$ cat config.mk
export PLATFORM = sky130hd
export DESIGN_NAME = boxcar_decimator
export DESIGN_NICKNAME = d
export VERILOG_FILES = /design/src/rtl/decim_pkg.sv /design/src/rtl/decim_fifo.sv /design/src/rtl/boxcar_decimator.sv
export SDC_FILE = /design/constraint.sdc
export NUM_CORES = 1
export LEC_CHECK = 0
export BUFFER_PORTS_ARGS = -buffer_cell sky130_fd_sc_hd__buf_2
export CELL_PAD_IN_SITES_DETAIL_PLACEMENT = 1
export CELL_PAD_IN_SITES_GLOBAL_PLACEMENT = 2
export CORE_UTILIZATION = 25
export DETAILED_ROUTE_END_ITERATION = 16
export PLACE_DENSITY_LB_ADDON = 0.15
export SLEW_MARGIN = 40
export SYNTH_ARGS = -nofsm -noshare
export SYNTH_HDL_FRONTEND = slang
export SYNTH_SLANG_ARGS = --single-unit
$ cat constraint.sdc
create_clock -name clock -period 6.65 [get_ports clock]
set_input_delay 0.3325 -clock clock [delete_from_list [all_inputs] [get_ports clock]]
set_output_delay 0.3325 -clock clock [all_outputs]
set_load 0.02 [all_outputs]
$ cat src/rtl/decim_pkg.sv
// ---------------------------------------------------------------------------
// decim_pkg
// Shared types and defaults for the boxcar decimator.
//   sample_t        : signed 32-bit sample type used on both sides of the block
//   ACC_W_DEFAULT   : default accumulator width (>= 39 to hold 128 full-scale
//                     32-bit samples without wrapping)
//   DEPTH_DEFAULT   : default output FIFO depth in entries
//   MAX_LOG2_RATIO  : largest supported log2 decimation ratio (N = 128)
// ---------------------------------------------------------------------------
package decim_pkg;

    typedef logic signed [31:0] sample_t;

    localparam int ACC_W_DEFAULT  = 40;
    localparam int DEPTH_DEFAULT  = 4;
    localparam int MAX_LOG2_RATIO = 7;

endpackage

$ cat src/rtl/decim_fifo.sv
// ---------------------------------------------------------------------------
// decim_fifo
// Small show-ahead FIFO with a registered head value.
// Ports:
//   clock, reset : rising-edge clock, synchronous active-high reset
//   i_push       : write request for i_data
//   i_pop        : consume the current head entry
//   i_data       : entry to write
//   o_head       : head entry, driven straight from a register
//   o_full       : DEPTH entries held
//   o_empty      : no entries held
// A push while full is accepted only when a pop happens in the same cycle;
// otherwise it is ignored (the caller flags the drop). A newly written entry
// becomes visible at o_head on the cycle after the push.
// ---------------------------------------------------------------------------
module decim_fifo
    import decim_pkg::*;
#(
    parameter int DEPTH = DEPTH_DEFAULT
) (
    input  logic    clock,
    input  logic    reset,
    input  logic    i_push,
    input  logic    i_pop,
    input  sample_t i_data,
    output sample_t o_head,
    output logic    o_full,
    output logic    o_empty
);

    localparam int PTR_W = $clog2(DEPTH);
    localparam int CNT_W = PTR_W + 1;

    sample_t            r_mem [DEPTH];
    sample_t            r_head;
    logic [PTR_W-1:0]   r_wr_ptr;
    logic [PTR_W-1:0]   r_rd_ptr;
    logic [CNT_W-1:0]   r_count;

    logic               w_full;
    logic               w_empty;
    logic               w_push_ok;
    logic               w_pop_ok;
    logic [PTR_W-1:0]   w_rd_next;

    assign w_full    = (r_count == CNT_W'(DEPTH));
    assign w_empty   = (r_count == '0);
    assign w_pop_ok  = i_pop && !w_empty;
    assign w_push_ok = i_push && (!w_full || w_pop_ok);
    assign w_rd_next = r_rd_ptr + PTR_W'(1);

    // Storage array carries no reset; validity is tracked by r_count.
    always_ff @(posedge clock) begin
        if (!reset && w_push_ok) begin
            r_mem[r_wr_ptr] <= i_data;
        end
    end

    always_ff @(posedge clock) begin
        if (reset) begin
            r_wr_ptr <= '0;
            r_rd_ptr <= '0;
            r_count  <= '0;
            r_head   <= '0;
        end else begin
            if (w_push_ok) begin
                r_wr_ptr <= r_wr_ptr + PTR_W'(1);
            end
            if (w_pop_ok) begin
                r_rd_ptr <= w_rd_next;
            end
            case ({w_push_ok, w_pop_ok})
                2'b10:   r_count <= r_count + CNT_W'(1);
                2'b01:   r_count <= r_count - CNT_W'(1);
                default: r_count <= r_count;
            endcase
            // Keep r_head equal to the entry at the read pointer. When the
            // only stored entry is popped, the next head is whatever is being
            // pushed in the same cycle (it is not in r_mem yet).
            if (w_empty) begin
                if (w_push_ok) begin
                    r_head <= i_data;
                end
            end else if (w_pop_ok) begin
                if (r_count == CNT_W'(1)) begin
                    if (w_push_ok) begin
                        r_head <= i_data;
                    end
                end else begin
                    r_head <= r_mem[w_rd_next];
                end
            end
        end
    end

    assign o_head  = r_head;
    assign o_full  = w_full;
    assign o_empty = w_empty;

endmodule

$ cat src/rtl/boxcar_decimator.sv
// ---------------------------------------------------------------------------
// boxcar_decimator
// Sums N = 2^ratio consecutive valid samples and emits the floor average
// into an output FIFO.
// Ports:
//   clock, reset        : rising-edge clock, synchronous active-high reset
//   io_in_value/valid   : input sample stream, no backpressure
//   io_log2_ratio       : log2 of the decimation ratio, latched at window start
//   io_out_value/valid  : FIFO head and not-empty flag
//   io_out_ready        : consumer accepts the head this cycle
//   io_overflow         : sticky, a result was dropped on a full FIFO
//   io_overflow_clear   : clears io_overflow (a same-cycle drop wins)
// Handshake: an output entry transfers on every rising edge where
// io_out_valid and io_out_ready are both high; io_out_value is stable while
// io_out_valid is high and io_out_ready is low.
// ---------------------------------------------------------------------------
module boxcar_decimator
    import decim_pkg::*;
#(
    parameter int DEPTH = DEPTH_DEFAULT,
    parameter int ACC_W = ACC_W_DEFAULT
) (
    input  logic        clock,
    input  logic        reset,
    input  logic [31:0] io_in_value,
    input  logic        io_in_valid,
    input  logic [2:0]  io_log2_ratio,
    output logic [31:0] io_out_value,
    output logic        io_out_valid,
    input  logic        io_out_ready,
    output logic        io_overflow,
    input  logic        io_overflow_clear
);

    if (ACC_W < 39) begin : g_bad_acc_w
        $error("boxcar_decimator: ACC_W must be at least 39");
    end
    if (DEPTH < 2 || (DEPTH & (DEPTH - 1)) != 0) begin : g_bad_depth
        $error("boxcar_decimator: DEPTH must be a power of two >= 2");
    end

    logic signed [ACC_W-1:0] r_acc;
    logic [7:0]              r_count;
    logic [2:0]              r_ratio;
    logic                    r_overflow;

    logic [2:0]              w_ratio;
    logic [7:0]              w_n;
    logic signed [ACC_W-1:0] w_sum;
    logic                    w_dump;
    sample_t                 w_result;
    sample_t                 w_head;
    logic                    w_full;
    logic                    w_empty;
    logic                    w_pop;
    logic                    w_drop;

    // The first sample of a window uses the live ratio input; later samples
    // use the value latched with that first sample.
    assign w_ratio  = (r_count == 8'd0) ? io_log2_ratio : r_ratio;
    assign w_n      = 8'd1 << w_ratio;
    assign w_sum    = r_acc + {{(ACC_W-32){io_in_value[31]}}, io_in_value};
    assign w_dump   = io_in_valid && ((r_count + 8'd1) == w_n);
    assign w_result = sample_t'(w_sum >>> w_ratio);

    always_ff @(posedge clock) begin
        if (reset) begin
            r_acc   <= '0;
            r_count <= '0;
            r_ratio <= '0;
        end else if (io_in_valid) begin
            if (r_count == 8'd0) begin
                r_ratio <= io_log2_ratio;
            end
            if (w_dump) begin
                r_acc   <= '0;
                r_count <= '0;
            end else begin
                r_acc   <= w_sum;
                r_count <= r_count + 8'd1;
            end
        end
    end

    assign w_pop  = !w_empty && io_out_ready;
    assign w_drop = w_dump && w_full && !w_pop;

    always_ff @(posedge clock) begin
        if (reset) begin
            r_overflow <= 1'b0;
        end else if (w_drop) begin
            r_overflow <= 1'b1;
        end else if (io_overflow_clear) begin
            r_overflow <= 1'b0;
        end
    end

    decim_fifo #(
        .DEPTH (DEPTH)
    ) u_fifo (
        .clock   (clock),
        .reset   (reset),
        .i_push  (w_dump),
        .i_pop   (w_pop),
        .i_data  (w_result),
        .o_head  (w_head),
        .o_full  (w_full),
        .o_empty (w_empty)
    );

    assign io_out_value = w_head;
    assign io_out_valid = !w_empty;
    assign io_overflow  = r_overflow;

endmodule

==> results of run 1 <==
## worst register-to-register path, delay by kind of cell (launching register included)
family          cells  cell delay (ns)
simple gates        8             1.92
buf+inv             3             0.79
mux                 1             0.71
flops               1             0.46
compound gates      1             0.39
fa+ha+maj           1             0.21
## metrics by stage
step | hold slack, ns | setup WS [ns] | instances
after floorplan | 0.436 | 2.74 | 1212
after global placement | 0.452 | 1.87 | 1849
after detailed placement | 0.459 | 1.78 | 1849
after CTS | 0.0812 | 1.74 | 1901
after global routing | 0.130 | 1.36 | 1901
final | 0.111 | 1.79 | 1901
## state kept, by name (all words and copies together), names as in the netlist
signal,flops
u_fifo.r_mem,128
r_acc,39
u_fifo.o_head,32
r_count,8
r_ratio,3
u_fifo.r_count,3
u_fifo.r_rd_ptr,2
u_fifo.r_wr_ptr,2
io_overflow,1
## Yosys cell counts (6+ instances only)
| cell | n | share of area, % |
|---|---|---|
| nor2_1 | 140 | 4.4 |
| nor4_1 | 6 | 0.31 |
| mux2_2 | 8 | 0.75 |
| clkbuf_1 | 48 | 1.5 |
| o21ai_0 | 69 | 2.9 |
| o21ba_1 | 7 | 0.58 |
| nand4_1 | 12 | 0.62 |
| edfxtp_1 | 128 | 32 |
| o22ai_1 | 11 | 0.57 |
| nand2_1 | 133 | 4.1 |
| o21ai_1 | 6 | 0.25 |
| a21oi_1 | 115 | 4.8 |
| ha_1 | 49 | 5.1 |
| nand3_1 | 57 | 2.4 |
| dfxtp_1 | 90 | 15 |
| nor3_1 | 13 | 0.54 |
| a31oi_1 | 14 | 0.73 |
| xnor2_1 | 31 | 2.2 |
| or3_1 | 11 | 0.57 |
| and3_1 | 6 | 0.31 |
| inv_1 | 25 | 0.78 |
| o211ai_1 | 6 | 0.37 |
| nand2b_1 | 10 | 0.52 |
| xor2_1 | 16 | 1.2 |
| buf_1 | 11 | 0.34 |
| mux4_2 | 33 | 6.2 |
| a211oi_1 | 16 | 0.99 |
| mux2i_1 | 17 | 1.4 |
| o221a_2 | 6 | 0.56 |
| a21o_1 | 11 | 0.68 |
## cell families after synthesis
group | after synthesis | synth area share (%)
adder cells (fa/ha/maj) | 50 | 5.24
AND/OR/NAND/NOR | 415 | 15.4
multiplexers | 64 | 9.17
buffers and inverters | 94 | 3.19
XOR/XNOR | 47 | 3.41
flip-flops | 218 | 46.7
AO/OA/AOI/OAI | 324 | 16.8
## cell type report
type                       instances  area, µm²
clock buffer                      33        729
clock inverter                    19        254
fill                            5379      33700
inverter                          25       93.8
multi-input combinational        900       6070
sequential                       218       5650
tap                              615        769
timing repair buffer              91        503
## layout by cell type, fill, tap and decap left out, drive strengths merged, types with 12 or more instances in the layout
cell type,n
nor2,142
nand2,135
edfxtp,128
a21oi,115
buf,91
dfxtp,90
o21ai,76
nand3,57
ha,49
mux4,33
clkbuf,33
xnor2,31
inv,26
mux2i,20
a211oi,16
xor2,16
a31oi,15
nor3,14
nand4,12
o21ba,12
## power groups by stage
stage | logic (W) | clock network [W] | registers, W
3_3_place_gp | 0.00189 | 0 | 0.00178
3_5_place_dp | 0.00189 | 0 | 0.00178
4_1_cts | 0.00190 | 0.00168 | 0.00175
5_1_grt | 0.00206 | 0.00172 | 0.00177
6_report | 0.00187 | 0.00162 | 0.00175
2_1_floorplan | 0.00114 | 0 | 0.00185
## worst paths after layout
check | end | slack (ns) | cells after the start
min | io_overflow | 0.11 | 4
max | u_fifo.r_mem[0][22] | 1.79 | 14
max reg2reg | u_fifo.r_mem[0][22] | 1.79 | 14
min reg2reg | r_acc[7] | 0.47 | 2
## per-layer routing
layer / part of all wire, % / global-route usage [%] / up-vias
met4: 1.8 / 3.49 / 0
met3: 2.1 / 2.11 / 42
met2: 47 / 27.6 / 95
li1: - / - / 4591
met1: 49 / 22.8 / 4716
met5: 0 / 0 / -
==> flow_summary.yaml, run 1 <==
detailed_routing:
  antenna_left: 0
  wl_um: 40900
  via_per_inst: 4.97
  drt_first_iter_violations: 494
  vias: 9444
  wl_per_cell_um: 21.5
  drc_errors: 0
  first_pass_iters: 5
clock_network:
  path_clk_slew_ns: 0.06
  cts_tree: "built"
  cts_num_sinks: 218
  hold_buffers: 0
  ctsHtreeMaxLevel: 1
  cts_resized: 0
  clk_latency_ns: 0.58
  cts_setup_buffers: 0
  cts_buffers: 28
  cts_root_buf: "clkbuf_16"
  clk_path_buf_depth: 3
sta:
  worstMarginPinSlew_ns: 0.831
  rsz0062_at_grt: "no"
  slew_viol_final: 0
  fin_crit_ns: 4.86
  timing.max_slew.rel_slack_pct: 44.2
  clock.fmax_mhz: 206
  hold_violations: 0
  finalSetupTns_ns: 0
  fin_crit_sh_pct: 73.2
  skew_ns: 0.0174
  setup_viol: 0
setup_path:
  cp_data_required_time_ns: 6.85
  cp_max_fo: 32
  end_kind: "flip-flop"
  crit_top_cell: "buf_4"
  crit_family: "simple AND/OR/NAND/NOR gates"
  crit_slowest_cell: "mux2i_4"
  cp-startpoint: "r_count[0]"
  slowest_delay_ns: 0.71
  critPathBufInv: 3
  rr_startpoint: "r_count[0]"
  start_kind: "flip-flop"
  cp_data_arrival_time_ns: 5.07
  critical_path_class: "flip-flop to flip-flop"
  cp_cell_sequence: "inv_1 > ha_1 > nor4b_4 > nand2_4 > mux2i_4 > nand2_1 > o32ai_1 > nand4_1 > nor3_1 > buf_4 > nand2b_1 > nor2_1 > and2_1 > buf_4"
power:
  pwr-share-clk_pct: 30.9
  power.internal_w: 0.00327
  p_sw_share_pct: 37.5
  ir_drop_mv: 0.203
  power_w: 0.00523
  p_sw_w: 0.00196
  p_leak_nw: 5.19
  p_seq_share_pct: 33.4
  power.share.combinational_pct: 35.7
  powerDensity_nw_per_um2: 372
synth:
  async_reset_ff_share_pct: 0
  syn-mean-instance-area_um2: 9.97
  yosysSeqAreaShare_pct: 46.7
  syn_nets: 1302
  synth_edf_count: 128
  synth_warnings: 0
  ys.flop_type: "edfxtp_1"
  syn_area_um2: 12100
  synthCells: 1212
  ys_ff_latch: 218
  synthDistinctLibCells: 72
floorplan:
  io_pins: 74
  die_y_um: 222
  core.rowCount: 80
  start_util_pct: 25.3
  die_area_um2: 49200
  core_area_um2: 47700
  dieWidth_um: 222
run_status:
  status: "complete, no violations"
global_routing:
  grt_max_degree: 54
  grt_pass1_wl_um: 62800
  grt_pass1_vias: 10000
  antenna_found_initial: 0
  grt_usage_pct: 16.5
  grt_overflow: 0
cells_and_area:
  area_growth_pct: 16.5
  diodes: 0
  design_area_um2: 14100
  drive_above_1_share_pct: 16.6
  fin_util_pct: 29.5
  final_nets: 1354
placement:
  dp_hpwl_um: 28700
  globalplace.congestion: 0.783
  postPlaceCellArea_um2: 13100
  numPortBuffers: 73
worst_hold_path:
  hold_start: "io_overflow_clear"
  hold_path.class: "input pin to flip-flop"
flow_run:
  max-cap-violations: 0
Power figures use the tool's default switching activity.
==> run 2, diff against run 1 <==
--- a/config.mk
+++ b/config.mk
@@ -5,6 +5,7 @@
 export SDC_FILE = /design/constraint.sdc
 export NUM_CORES = 1
 export LEC_CHECK = 0
+export ABC_AREA = 1
 export BUFFER_PORTS_ARGS = -buffer_cell sky130_fd_sc_hd__buf_2
 export CELL_PAD_IN_SITES_DETAIL_PLACEMENT = 1
 export CELL_PAD_IN_SITES_GLOBAL_PLACEMENT = 2
==> constraint.sdc (replaced) <==
create_clock -name clock -period 4.5 [get_ports clock]
set_input_delay 0.225 -clock clock [delete_from_list [all_inputs] [get_ports clock]]
set_output_delay 0.225 -clock clock [all_outputs]
set_load 0.02 [all_outputs]
==> flow_summary.yaml, run 2 <==
sta:
  slew_viol_final: 0
  fin_crit_sh_pct: 81.8
  clock.fmax_mhz: 272
  setup_ws_ns: 0.819
  finalSetupTns_ns: 0
  timing.max_slew.rel_slack_pct: 48.2
  hold_violations: 0
  setup_viol: 0
  skew_ns: 0.0389
  fin_crit_ns: 3.68
  rsz0062_at_grt: "no"
  worstMarginPinSlew_ns: 0.777
setup_path:
  ff2ff_path_depth: 20
  cp_max_fo: 35
  slowest_delay_ns: 0.41
  crit_top_cell: "nand2_1"
  start_kind: "flip-flop"
  critPathBufInv: 3
  critical_path_class: "flip-flop to flip-flop"
  cp_data_required_time_ns: 4.95
  rr_endpoint: "u_fifo.r_count[2]"
  rr_startpoint: "r_count[0]"
  crit_slowest_cell: "buf_4"
  crit_family: "simple AND/OR/NAND/NOR gates"
  cp_data_arrival_time_ns: 4.13
  cp_cell_sequence: "inv_1 > ha_1 > nand2_1 > nor2_1 > nand2_2 > o21ai_2 > buf_4 > nand3_1 > nand2_1 > nand2_1 > nor2_1 > nand2_1 > nor2_4 > nand2_4 > buf_4 > ha_1 > nor2_1 > o21ai_0 > o21ai_0 > a21oi_1"
  end_kind: "flip-flop"
  worst-r2r-setup-slack_ns: 0.82
clock_network:
  cts_buffers: 27
  cts_tree: "built"
  ctsHtreeMaxLevel: 1
  cts_num_sinks: 218
  clk_path_buf_depth: 3
  cts_setup_buffers: 0
  cts_resized: 0
  cts_root_buf: "clkbuf_16"
  path_clk_slew_ns: 0.07
  clk_latency_ns: 0.60
placement:
  dp_hpwl_um: 39300
  numPortBuffers: 73
  placed_cells: 2512
  postPlaceCellArea_um2: 14500
  dpl_worst_slack_ns: 0.847
  globalplace.congestion: 0.851
power:
  p_sw_share_pct: 44.6
  p_leak_nw: 6.65
  powerDensity_nw_per_um2: 604
  power.share.combinational_pct: 46.5
  power.internal_w: 0.00516
  ir_drop_mv: 0.423
  pwr-share-clk_pct: 25.2
  p_sw_w: 0.00415
  p_seq_share_pct: 28.3
detailed_routing:
  drt_first_iter_violations: 658
  first_pass_iters: 4
  antenna_left: 0
  drc_errors: 0
  wl_um: 53200
  vias: 12400
  via_per_inst: 4.84
  wl_per_cell_um: 20.8
global_routing:
  grt_pass1_wl_um: 80000
  antenna_found_initial: 0
  grt_overflow: 0
  grt_max_degree: 71
  grt_pass1_vias: 12900
  grt_usage_pct: 19.7
cells_and_area:
  largest_reg_flops: 128
  design_area_um2: 15400
  fin_util_pct: 29.4
  fin_cells: 2565
  final_common_cell: "nand2_1"
  area_growth_pct: 16.2
  final_nets: 1945
  layout_common_cells: "nand2_1, nand3_1, a21oi_1, inv_1, edfxtp_1"
  drive_above_1_share_pct: 9.38
  fill_cells: 6364
  regMostFlops: "u_fifo.r_mem"
synth:
  async_reset_ff_share_pct: 0
  synthDistinctLibCells: 42
  synthCells: 1795
  syn-mean-instance-area_um2: 7.39
  synth_top_cell_area_share_pct: 29.0
  yosysSeqAreaShare_pct: 42.6
  ys.flop_type: "edfxtp_1"
  ys_top_cells_by_count: "nand2_1, nand3_1, a21oi_1"
  synth_edf_count: 128
  yosysTopAreaCell: "edfxtp_1"
  yosysMostFrequentCell: "nand2_1"
  synth_area_leaders: "edfxtp_1, nand2_1, dfxtp_1, nand3_1, a21oi_1"
  syn_nets: 1885
  syn_area_um2: 13300
  ys_ff_latch: 218
  synth_warnings: 0
worst_hold_path:
  hold_start: "io_in_valid"
  hold_path.class: "input pin to flip-flop"
  whs_path_depth: 4
  min_to: "r_acc[1]"
run_status:
  status: "complete, no violations"
floorplan:
  core_area_um2: 52400
  start_util_pct: 25.3
  die_area_um2: 54000
  core.rowCount: 84
  die_y_um: 232
  io_pins: 74
  dieWidth_um: 232
flow_run:
  max-cap-violations: 0
-- run 2: changes by cell type after synthesis, sizes merged, moves of 15 or more --
cell / previous run / this run
nor2: 142 / 95
a21oi: 115 / 159
and2: 5 / 20
inv: 25 / 158
nand3: 57 / 220
xnor2: 31 / 7
nand2: 135 / 584
mux4: 33 / 0
a31oi: 15 / 35
-- run 2: how the worst max path moves through the flow --
stage,start,to,slack [ns],depth (start not counted)
after global placement,r_count[0],u_fifo.r_count[2],0.39,20
final,r_count[0],u_fifo.r_count[2],0.82,20
after CTS,r_count[0],u_fifo.r_mem[0][31],0.77,18
after floorplan,r_count[0],u_fifo.r_mem[0][0],0.45,20
after detailed placement,r_count[0],u_fifo.r_mem[0][20],0.85,18
after global routing,r_count[0],u_fifo.r_count[2],0.39,20
-- run 2: kinds of logic (layout without fill, tap and decap cells) --
| kind of cell | Yosys count | after routing | share of synthesized area, % |
|---|---|---|---|
| AO/OA/AOI/OAI | 300 | 300 | 12.9 |
| XOR/XNOR | 24 | 24 | 1.58 |
| adder cells (fa/ha/maj) | 50 | 50 | 4.77 |
| buffers and inverters | 238 | 319 | 6.97 |
| flip-flops | 218 | 218 | 42.6 |
| multiplexers | 15 | 15 | 1.13 |
| other | 0 | 1 | 0 |
| AND/OR/NAND/NOR | 950 | 950 | 30.1 |
-- run 2: through the flow --
step | total power (W) | hold WS (ns)
2_1_floorplan | 0.00541 | 0.388
3_3_place_gp | 0.00698 | 0.454
3_5_place_dp | 0.00705 | 0.458
4_1_cts | 0.00947 | 0.0302
5_1_grt | 0.00994 | 0.0690
6_report | 0.00930 | 0.0621
-- run 2: repair_timing --
action,CTS,global route
hold buffers,1,0
hold endpoints to repair,1,0
endpoints found under the setup margin,0,0
-- run 2: final cells by class --
cell class	count	area [µm²]	share of cell area (%)
Multi-Input combinational cell	1339	6720	43.6
Inverter	163	612	3.97
Clock inverter	14	214	1.39
Timing Repair Buffer	106	634	4.12
Clock buffer	36	719	4.67
Tap cell	688	861	5.59
Sequential cell	218	5650	36.6
Antenna cell	1	2.50	0.0162
-- run 2: metal layers --
layer | global-route usage (%) | vias up | wire length (µm)
met5 | 0 | - | 0
met4 | 4.98 | 0 | 1340
met3 | 1.83 | 51 | 1230
met2 | 34.4 | 153 | 26000
met1 | 25.9 | 6054 | 24700
li1 | - | 6158 | -
-- run 2: power groups by stage --
stage          registers (W)  clock network (W)  logic, W
2_1_floorplan        0.00272                  0   0.00269
3_3_place_gp         0.00268                  0   0.00431
3_5_place_dp         0.00268                  0   0.00437
4_1_cts              0.00264            0.00244   0.00439
5_1_grt              0.00265            0.00248   0.00481
6_report             0.00263            0.00235   0.00433
-- run 2: worst reg2reg max path, delay by kind of cell, from the launching register on --
family / cells / cell delay (ns)
AND/OR/NAND/NOR: 11 / 1.14
buffers and inverters: 3 / 0.83
adder cells (fa/ha/maj): 2 / 0.59
flip-flops: 1 / 0.35
AO/OA/AOI/OAI: 4 / 0.61
